`config.mk`:
```
export PLATFORM = sky130hd
export DESIGN_NAME = piso_serializer
export DESIGN_NICKNAME = d
export VERILOG_FILES = /design/src/rtl/piso_pkg.sv /design/src/rtl/piso_bit_counter.sv /design/src/rtl/piso_serializer.sv
export SDC_FILE = /design/constraint.sdc
export NUM_CORES = 1
export LEC_CHECK = 0
export CELL_PAD_IN_SITES_DETAIL_PLACEMENT = 0
export CELL_PAD_IN_SITES_GLOBAL_PLACEMENT = 2
export CORE_ASPECT_RATIO = 2
export CORE_MARGIN = 3
export CORE_UTILIZATION = 37
export DETAILED_ROUTE_END_ITERATION = 10
export HOLD_SLACK_MARGIN = 0.06
export PLACE_DENSITY_LB_ADDON = 0.1
export SYNTH_ARGS = -nofsm -noshare
export SYNTH_HDL_FRONTEND = slang
export SYNTH_SLANG_ARGS = --single-unit
```
`constraint.sdc`:
```
create_clock -name clk -period 3.65 [get_ports clk]
set_input_delay 0.9125 -clock clk [delete_from_list [all_inputs] [get_ports clk]]
set_output_delay 0.9125 -clock clk [all_outputs]
set_load 0.01 [all_outputs]
```
`src/rtl/piso_pkg.sv`:
```
// ---------------------------------------------------------------------------
// piso_pkg
// Shared definitions for the parallel-in / serial-out transmitter.
//   piso_state_e   : transmitter FSM states (PARITY is only reached when the
//                    parity build option PISO_SERIALIZER_PARITY_EN is defined)
//   SER_IDLE_LEVEL : level driven on the serial wire between frames
//   clog2()        : width of the bit counter for a given frame width
// ---------------------------------------------------------------------------
package piso_pkg;

    typedef enum logic [1:0] {
        IDLE   = 2'd0,
        SHIFT  = 2'd1,
        PARITY = 2'd2
    } piso_state_e;

    localparam logic SER_IDLE_LEVEL = 1'b0;

    // Smallest bit count able to hold value-1; never less than one bit so a
    // counter built from it always has a legal range.
    function automatic int clog2(input int value);
        int result;
        result = 1;
        for (int i = 1; i < 32; i++) begin
            if ((32'sd1 <<< i) < value) begin
                result = i + 1;
            end
        end
        return result;
    endfunction

endpackage : piso_pkg

```
`src/rtl/piso_bit_counter.sv`:
```
// ---------------------------------------------------------------------------
// piso_bit_counter
// Loadable down-counter with a zero flag. Tracks how many data bits of the
// current frame are still to be presented after the one on the wire.
// Ports:
//   clk        : clock, rising edge
//   rst        : synchronous active-high reset, clears the count
//   i_load     : load i_load_val (takes priority over i_dec)
//   i_load_val : value loaded at the start of a frame
//   i_dec      : decrement by one
//   o_count    : current count
//   o_zero     : count is zero
// ---------------------------------------------------------------------------
module piso_bit_counter #(
    parameter int CNT_W = 3
) (
    input  logic             clk,
    input  logic             rst,
    input  logic             i_load,
    input  logic [CNT_W-1:0] i_load_val,
    input  logic             i_dec,
    output logic [CNT_W-1:0] o_count,
    output logic             o_zero
);

    logic [CNT_W-1:0] r_count;

    // Count register: reset, load, decrement or hold.
    always_ff @(posedge clk) begin
        if (rst) begin
            r_count <= '0;
        end else if (i_load) begin
            r_count <= i_load_val;
        end else if (i_dec) begin
            r_count <= r_count - {{(CNT_W-1){1'b0}}, 1'b1};
        end else begin
            r_count <= r_count;
        end
    end

    assign o_count = r_count;
    assign o_zero  = (r_count == '0);

endmodule : piso_bit_counter

```
`src/rtl/piso_serializer.sv`:
```
// ---------------------------------------------------------------------------
// piso_serializer
// Sending end of the single-bit serial link. Accepts a WIDTH-bit word through
// a valid/ready handshake and shifts it out one bit per clock with a frame
// strobe. A word accepted while the last bit of the previous frame is on the
// wire follows with no gap cycle.
// Build option: PISO_SERIALIZER_PARITY_EN appends one even-parity bit to each
// frame; done and the ready window then move to the parity cycle.
// Parameters:
//   WIDTH     : data bits per frame (2..32)
//   MSB_FIRST : 1 sends bit WIDTH-1 first, 0 sends bit 0 first
// Ports:
//   clk        : clock, rising edge
//   rst        : synchronous active-high reset; abandons any frame
//   din        : parallel word, captured only on an accepted load
//   load_valid : producer offers din
//   load_ready : a word can be accepted this cycle
//   sdo        : serial data (registered)
//   sframe     : sdo carries a frame bit (registered)
//   done       : one-cycle pulse with the last bit of a frame (registered)
// ---------------------------------------------------------------------------
module piso_serializer
    import piso_pkg::*;
#(
    parameter int WIDTH     = 8,
    parameter bit MSB_FIRST = 1'b1
) (
    input  logic             clk,
    input  logic             rst,
    input  logic [WIDTH-1:0] din,
    input  logic             load_valid,
    output logic             load_ready,
    output logic             sdo,
    output logic             sframe,
    output logic             done
);

    localparam int CNT_W = clog2(WIDTH);
    localparam logic [CNT_W-1:0] CNT_LOAD = CNT_W'(WIDTH - 1);
    localparam logic [CNT_W-1:0] CNT_ONE  = CNT_W'(1);

    piso_state_e      r_state;
    logic [WIDTH-1:0] r_shift;     // bits still to send, next one at the output end
    logic             r_sdo;
    logic             r_sframe;
    logic             r_done;
`ifdef PISO_SERIALIZER_PARITY_EN
    logic             r_parity;    // even parity of the captured word
`endif

    logic             w_accept;
    logic             w_last_bit;
    logic             w_cnt_dec;
    logic             w_cnt_zero;
    logic [CNT_W-1:0] w_count;
    logic             w_first_bit;
    logic [WIDTH-1:0] w_load_shift;
    logic             w_next_bit;
    logic [WIDTH-1:0] w_next_shift;

    piso_bit_counter #(
        .CNT_W (CNT_W)
    ) u_bit_counter (
        .clk        (clk),
        .rst        (rst),
        .i_load     (w_accept),
        .i_load_val (CNT_LOAD),
        .i_dec      (w_cnt_dec),
        .o_count    (w_count),
        .o_zero     (w_cnt_zero)
    );

`ifdef PISO_SERIALIZER_PARITY_EN
    assign w_last_bit = (r_state == PARITY);
`else
    assign w_last_bit = (r_state == SHIFT) && w_cnt_zero;
`endif

    assign load_ready = !rst && ((r_state == IDLE) || w_last_bit);
    assign w_accept   = load_valid && load_ready;
    assign w_cnt_dec  = (r_state == SHIFT) && !w_cnt_zero;

    // Bit-order selection: the first bit leaves straight from din, the rest
    // are kept in r_shift already moved one position towards the output end.
    always_comb begin
        w_first_bit  = 1'b0;
        w_load_shift = '0;
        w_next_bit   = 1'b0;
        w_next_shift = '0;
        if (MSB_FIRST) begin
            w_first_bit  = din[WIDTH-1];
            w_load_shift = {din[WIDTH-2:0], 1'b0};
            w_next_bit   = r_shift[WIDTH-1];
            w_next_shift = {r_shift[WIDTH-2:0], 1'b0};
        end else begin
            w_first_bit  = din[0];
            w_load_shift = {1'b0, din[WIDTH-1:1]};
            w_next_bit   = r_shift[0];
            w_next_shift = {1'b0, r_shift[WIDTH-1:1]};
        end
    end

    // Transmit FSM with the shift register and registered line outputs.
    always_ff @(posedge clk) begin
        if (rst) begin
            r_state  <= IDLE;
            r_shift  <= '0;
            r_sdo    <= SER_IDLE_LEVEL;
            r_sframe <= 1'b0;
            r_done   <= 1'b0;
`ifdef PISO_SERIALIZER_PARITY_EN
            r_parity <= 1'b0;
`endif
        end else begin
            case (r_state)
                IDLE: begin
                    if (w_accept) begin
                        r_state  <= SHIFT;
                        r_shift  <= w_load_shift;
                        r_sdo    <= w_first_bit;
                        r_sframe <= 1'b1;
                        r_done   <= 1'b0;
`ifdef PISO_SERIALIZER_PARITY_EN
                        r_parity <= ^din;
`endif
                    end else begin
                        r_state  <= IDLE;
                        r_sdo    <= SER_IDLE_LEVEL;
                        r_sframe <= 1'b0;
                        r_done   <= 1'b0;
                    end
                end

                SHIFT: begin
                    if (!w_cnt_zero) begin
                        r_shift  <= w_next_shift;
                        r_sdo    <= w_next_bit;
                        r_sframe <= 1'b1;
`ifdef PISO_SERIALIZER_PARITY_EN
                        r_done   <= 1'b0;
`else
                        // Count 1 going to 0 means the final data bit is being presented.
                        r_done   <= (w_count == CNT_ONE);
`endif
                    end else begin
`ifdef PISO_SERIALIZER_PARITY_EN
                        r_state  <= PARITY;
                        r_sdo    <= r_parity;
                        r_sframe <= 1'b1;
                        r_done   <= 1'b1;
`else
                        if (w_accept) begin
                            r_state  <= SHIFT;
                            r_shift  <= w_load_shift;
                            r_sdo    <= w_first_bit;
                            r_sframe <= 1'b1;
                            r_done   <= 1'b0;
                        end else begin
                            r_state  <= IDLE;
                            r_sdo    <= SER_IDLE_LEVEL;
                            r_sframe <= 1'b0;
                            r_done   <= 1'b0;
                        end
`endif
                    end
                end

                PARITY: begin
`ifdef PISO_SERIALIZER_PARITY_EN
                    if (w_accept) begin
                        r_state  <= SHIFT;
                        r_shift  <= w_load_shift;
                        r_sdo    <= w_first_bit;
                        r_sframe <= 1'b1;
                        r_done   <= 1'b0;
                        r_parity <= ^din;
                    end else begin
                        r_state  <= IDLE;
                        r_sdo    <= SER_IDLE_LEVEL;
                        r_sframe <= 1'b0;
                        r_done   <= 1'b0;
                    end
`else
                    r_state  <= IDLE;
                    r_sdo    <= SER_IDLE_LEVEL;
                    r_sframe <= 1'b0;
                    r_done   <= 1'b0;
`endif
                end

                default: begin
                    r_state  <= IDLE;
                    r_shift  <= '0;
                    r_sdo    <= SER_IDLE_LEVEL;
                    r_sframe <= 1'b0;
                    r_done   <= 1'b0;
                end
            endcase
        end
    end

    assign sdo    = r_sdo;
    assign sframe = r_sframe;
    assign done   = r_done;

endmodule : piso_serializer

```
---- Word level (Yosys, flattened, before mapping) ----
Cells that the tools add are included.
storage, ports and cells
  output and inout bits ................... 4
  input port bits ......................... 11
  bits in registers ....................... 45
operators by class
  bitwise logic cells ..................... 1
  add/sub/neg operators ................... 1
  multiplexer cells ....................... 14
  eq/ne operators ......................... 4
  reduce and logical (&&, ||, !) cells .... 12
operators with widths
  operator                 number
  $eq A32 B1 Y1 const B    1
  $logic_not A32 Y1        1
  $sub A32 B1 Y32 const B  1
  $pmux W8 S3              1
  $mux W8                  2
  $mux W3                  2
  $mux W1                  5
  $logic_and A1 B1 Y1      4
  $pmux W1 S2              2
  $pmux W2 S2              1
  $reduce_or A3 Y1         1
  $eq A2 B1 Y1 const B     1
  $eq A2 B2 Y1 const B     1
  $logic_not A1 Y1         2
  $logic_not A2 Y1         1
  $mux W2                  1
  $ne A2 B2 Y1 const B     1
  $reduce_bool A2 Y1       1
  $reduce_or A2 Y1         1
  $logic_or A1 B1 Y1       1
  $not A1 Y1               1

---- Longest topological paths before layout ----
  depth in word-level cells ............... 8
  mapped depth ............................ 10
  depth with buffers taken out ............ 7

---- Hierarchy ----
From an unflattened synthesis, not the netlist that was laid out.
unflattened totals
  cells, all modules ...................... 301
  area, all modules ....................... 2,522.4 sq um
modules (own cells, without submodules)
  module            times used  seq. area each (sq um)  cells an instance  area each (sq um)
  piso_bit_counter  1           640.6                   238                1,946.9
  piso_serializer   1           240.2                   63                 575.6

---- Worst setup path before layout ----
No wires, ideal clock.
  path type ............................... reg-to-output
  start point ............................. reg u_bit_counter.r_count[18] (netlist: u_bit_counter.o_count[18])
  end point ............................... out load_ready
  stages on the path, launching flop included .. 7
  data required time ...................... 2,738 ps
  arrival time ............................ 2,166 ps
  setup slack ............................. 572 ps
  path through ............................ dfxtp_1 or4_4 or4_4 buf_6 o31a_1 buf_2 nor2_1
between the ends
  word-level cells in the longest chain between the ends .. 4
RTL lines
  item                    RTL line                text
  start, declared         piso_bit_counter.sv:26  logic [CNT_W-1:0] r_count;
  start signal, assigned  piso_bit_counter.sv:33  r_count <= i_load_val;
  start signal, assigned  piso_bit_counter.sv:35  r_count <= r_count - {{(CNT_W-1){1'b0}}, 1'b1};
  start signal, assigned  piso_bit_counter.sv:37  r_count <= r_count;
  $logic_not A32 Y1       piso_bit_counter.sv:42  assign o_zero = (r_count == '0);
  $logic_and A1 B1 Y1     piso_serializer.sv:76   assign w_last_bit = (r_state == SHIFT) && w_cnt_zero;
  $logic_or A1 B1 Y1      piso_serializer.sv:79   assign load_ready = !rst && ((r_state == IDLE) || w_last_bit);
  $logic_and A1 B1 Y1     piso_serializer.sv:79
  end, declared           piso_serializer.sv:32   output logic load_ready,
No other way between the ends.

---- Final worst setup path ----
Ends and elaborated chain as after synthesis.

==> metrics.yaml <==
status: "finished, final reports clean"
synthFlopType: "dfxtp_1"
p_leak_nw: 0.9960
synth_top_area_share: 0.3841
min_period_ns: 3.243
hpwlAfterDp_um: 4069
setup-tns-final_ns: 0
syn_inst: 253
synth_edf_count: 0
clock_skew_ns: 0.007000
cpMaxStageDelayCell: "or4_4"
required_ns: 2.74
synth_top_area_cell: "dfxtp_1"
finalHoldViolCount: 0
port-buffer-count: 14
antenna_found_initial: 0
layout-drive-gt1-share: 0.1507
grt_pass1_vias: 1901
wl_per_cell_um: 16.72
maxSlewViolCount: 0
avgSynthCellArea_um2: 9.065
dr.first_iter.drc_count: 53
syn_area_um2: 2293
tightest_slew_ns: 0.6616
relSlewSlack: 0.5555
grt_start_max_net_pins: 41
nNetsFinal: 285
area_growth_pct: 16.53
core_area_um2: 6006
cp_common_cell: "or4_4"
vdd_drop_max_uv: 287.0
cts_tree: "done"
crit_type: "reg -> out"
rsz0062_at_grt: "false"
diodes: 0
arrival_ns: 2.33
cap_violations: 0
cts_max_path_buffers: 2
fmax_mhz: 308.3
setup.worst_path.end_class: "primary output"
async_reset_ff_frac: 0
io_pins: 15
vias: 2013
seq_area_frac_synth: 0.3841
dieHeight_um: 117.3
max_stage_delay_ns: 0.59
path_clk_slew_ns: 0.06
antenna_left: 0
routed_wl_um: 5601
drt_pre_antenna_iters: 4
ys_types: 46
finalSetupViolCount: 0
cts_buffers: 5
viasPerCell: 6.009
ys_top_cells_by_area: "dfxtp_1 (38%), a21oi_1 (5.5%), or4_1 (5.2%), a211oi_2 (4.4%), or3_1 (3.8%)"
drc_errors: 0
grt_pass1_wl_um: 9425
placement.cell_area_um2: 2491
critPathMaxFanout: 7
htree_levels: 2
synth.net_count: 267
overflow: 0
yosysMostFrequentCell: "dfxtp_1"
final.period_utilization: 0.8886
min_path_type: "reg -> reg"
clock-sinks: 44
p_per_area_nw_per_um2: 613.0
die_area_um2: 7236
ys_top_cells_by_count: "dfxtp_1 (44), a21oi_1 (25), or4_1 (16)"
ys_ff_latch: 44
fp.dieW_um: 61.67
fin_ws_ns: 0.4066
yosysWarnings: 0
clk-insertion-delay-late_ns: 0.29
path_cells: "or4_4 -> or4_4 -> o31a_1 -> nor2_1 -> dlymetal6s2s_1"
row_count: 40
cts-root-buf: "clkbuf_16"
track_usage: 0.1734
dp_slack_ns: 0.2886
gp_routability_congestion: 0.7637
worstSetupStartpointType: "flop"
design_area_um2: 2673
start_util: 0.3819
## layout make-up
type / count / area (µm²)
Sequential cell: 44 / 880.8
Timing Repair Buffer: 27 / 240.2
Fill cell: 612 / 3333
Inverter: 3 / 11.26
Tap cell: 63 / 78.83
Clock inverter: 2 / 35.03
Multi-Input combinational cell: 190 / 1297
Clock buffer: 6 / 128.9
## placed cells by master, fill, tap and decap left out, drive strengths merged, types with 5 or more instances in the layout
| master | Yosys | final |
|---|---|---|
| buf | 11 | 13 |
| nor3 | 11 | 11 |
| dfxtp | 44 | 44 |
| nor2 | 11 | 11 |
| nor4 | 8 | 8 |
| or3 | 14 | 14 |
| nand2 | 6 | 6 |
| a21oi | 25 | 25 |
| o21ai | 9 | 9 |
| clkdlybuf4s50 | 0 | 13 |
| o31ai | 12 | 12 |
| a31oi | 5 | 5 |
| or4 | 20 | 20 |
| clkbuf | 5 | 6 |
| mux2i | 7 | 7 |
| a211oi | 10 | 10 |
| nand3 | 13 | 13 |
## metrics by stage
step	total power, W	instances	hold slack [ns]	utilization
floorplan	0.0009861	253	0.4305	-
global placement	0.001137	325	0.4490	0.4148
detailed placement	0.001138	325	0.4520	0.4148
CTS	0.001658	333	0.4609	0.4421
global route	0.001747	335	0.4717	0.4450
finish	0.001638	335	0.4642	0.4450
## final timing paths
| kind | cells after the start | end | from | slack [ns] |
|---|---|---|---|---|
| min reg2reg | 2 | sdo | r_shift[7] | 0.46 |
| max | 5 | load_ready | u_bit_counter.o_count[18] | 0.41 |
| min | 2 | sdo | r_shift[7] | 0.46 |
| max reg2reg | 7 | u_bit_counter.o_count[2] | u_bit_counter.o_count[18] | 0.73 |
## power by group
group	switching, W	internal [W]	total [W]
registers	0.0000547	0.000533	0.000587
logic	0.000314	0.000229	0.000543
clock network	0.000186	0.000322	0.000508
## state kept, by name (all words and copies together) (netlist names)
signal,count
r_state,1
sframe,1
r_shift,8
done,1
u_bit_counter.o_count,32
sdo,1
## per-layer routing
metal	GRT usage	vias up	routed length [µm]
met2	0.3012	30	3213
li1	-	1026	-
met5	0	-	0
met4	0.07171	0	106
met1	0.1941	949	2160
met3	0.03304	8	121
## critical path: cells and delay by family, from the launching register on
kind	cells	cell delay, ns
AOI/OAI and AO/OA	1	0.32
buffers and inverters	1	0.16
DFF	1	0.35
and+or+nand+nor	3	1.21
## repair_timing
| item | in CTS | in global routing |
|---|---|---|
| buffers inserted | 0 | 2 |
| pin swaps | 1 | 1 |
| gates resized for setup | 0 | 1 |
| hold buffers | 0 | 0 |
| gates cloned | 0 | 0 |
| endpoints found under the setup margin | 1 | 1 |
## logic make-up (layout without fill, tap and decap cells)
| family | count (synthesis) | after routing | synth area share |
|---|---|---|---|
| xor gates and xnor gates | 1 | 1 | 0.003820 |
| AOI/OAI and AO/OA | 76 | 76 | 0.2390 |
| muxes | 8 | 8 | 0.03546 |
| buffers and inverters | 19 | 38 | 0.05019 |
| adders and majority gates | 3 | 3 | 0.01637 |
| and+or+nand+nor | 102 | 102 | 0.2711 |
| DFF | 44 | 44 | 0.3841 |
Note: power is estimated with default switching activity, not from simulation.
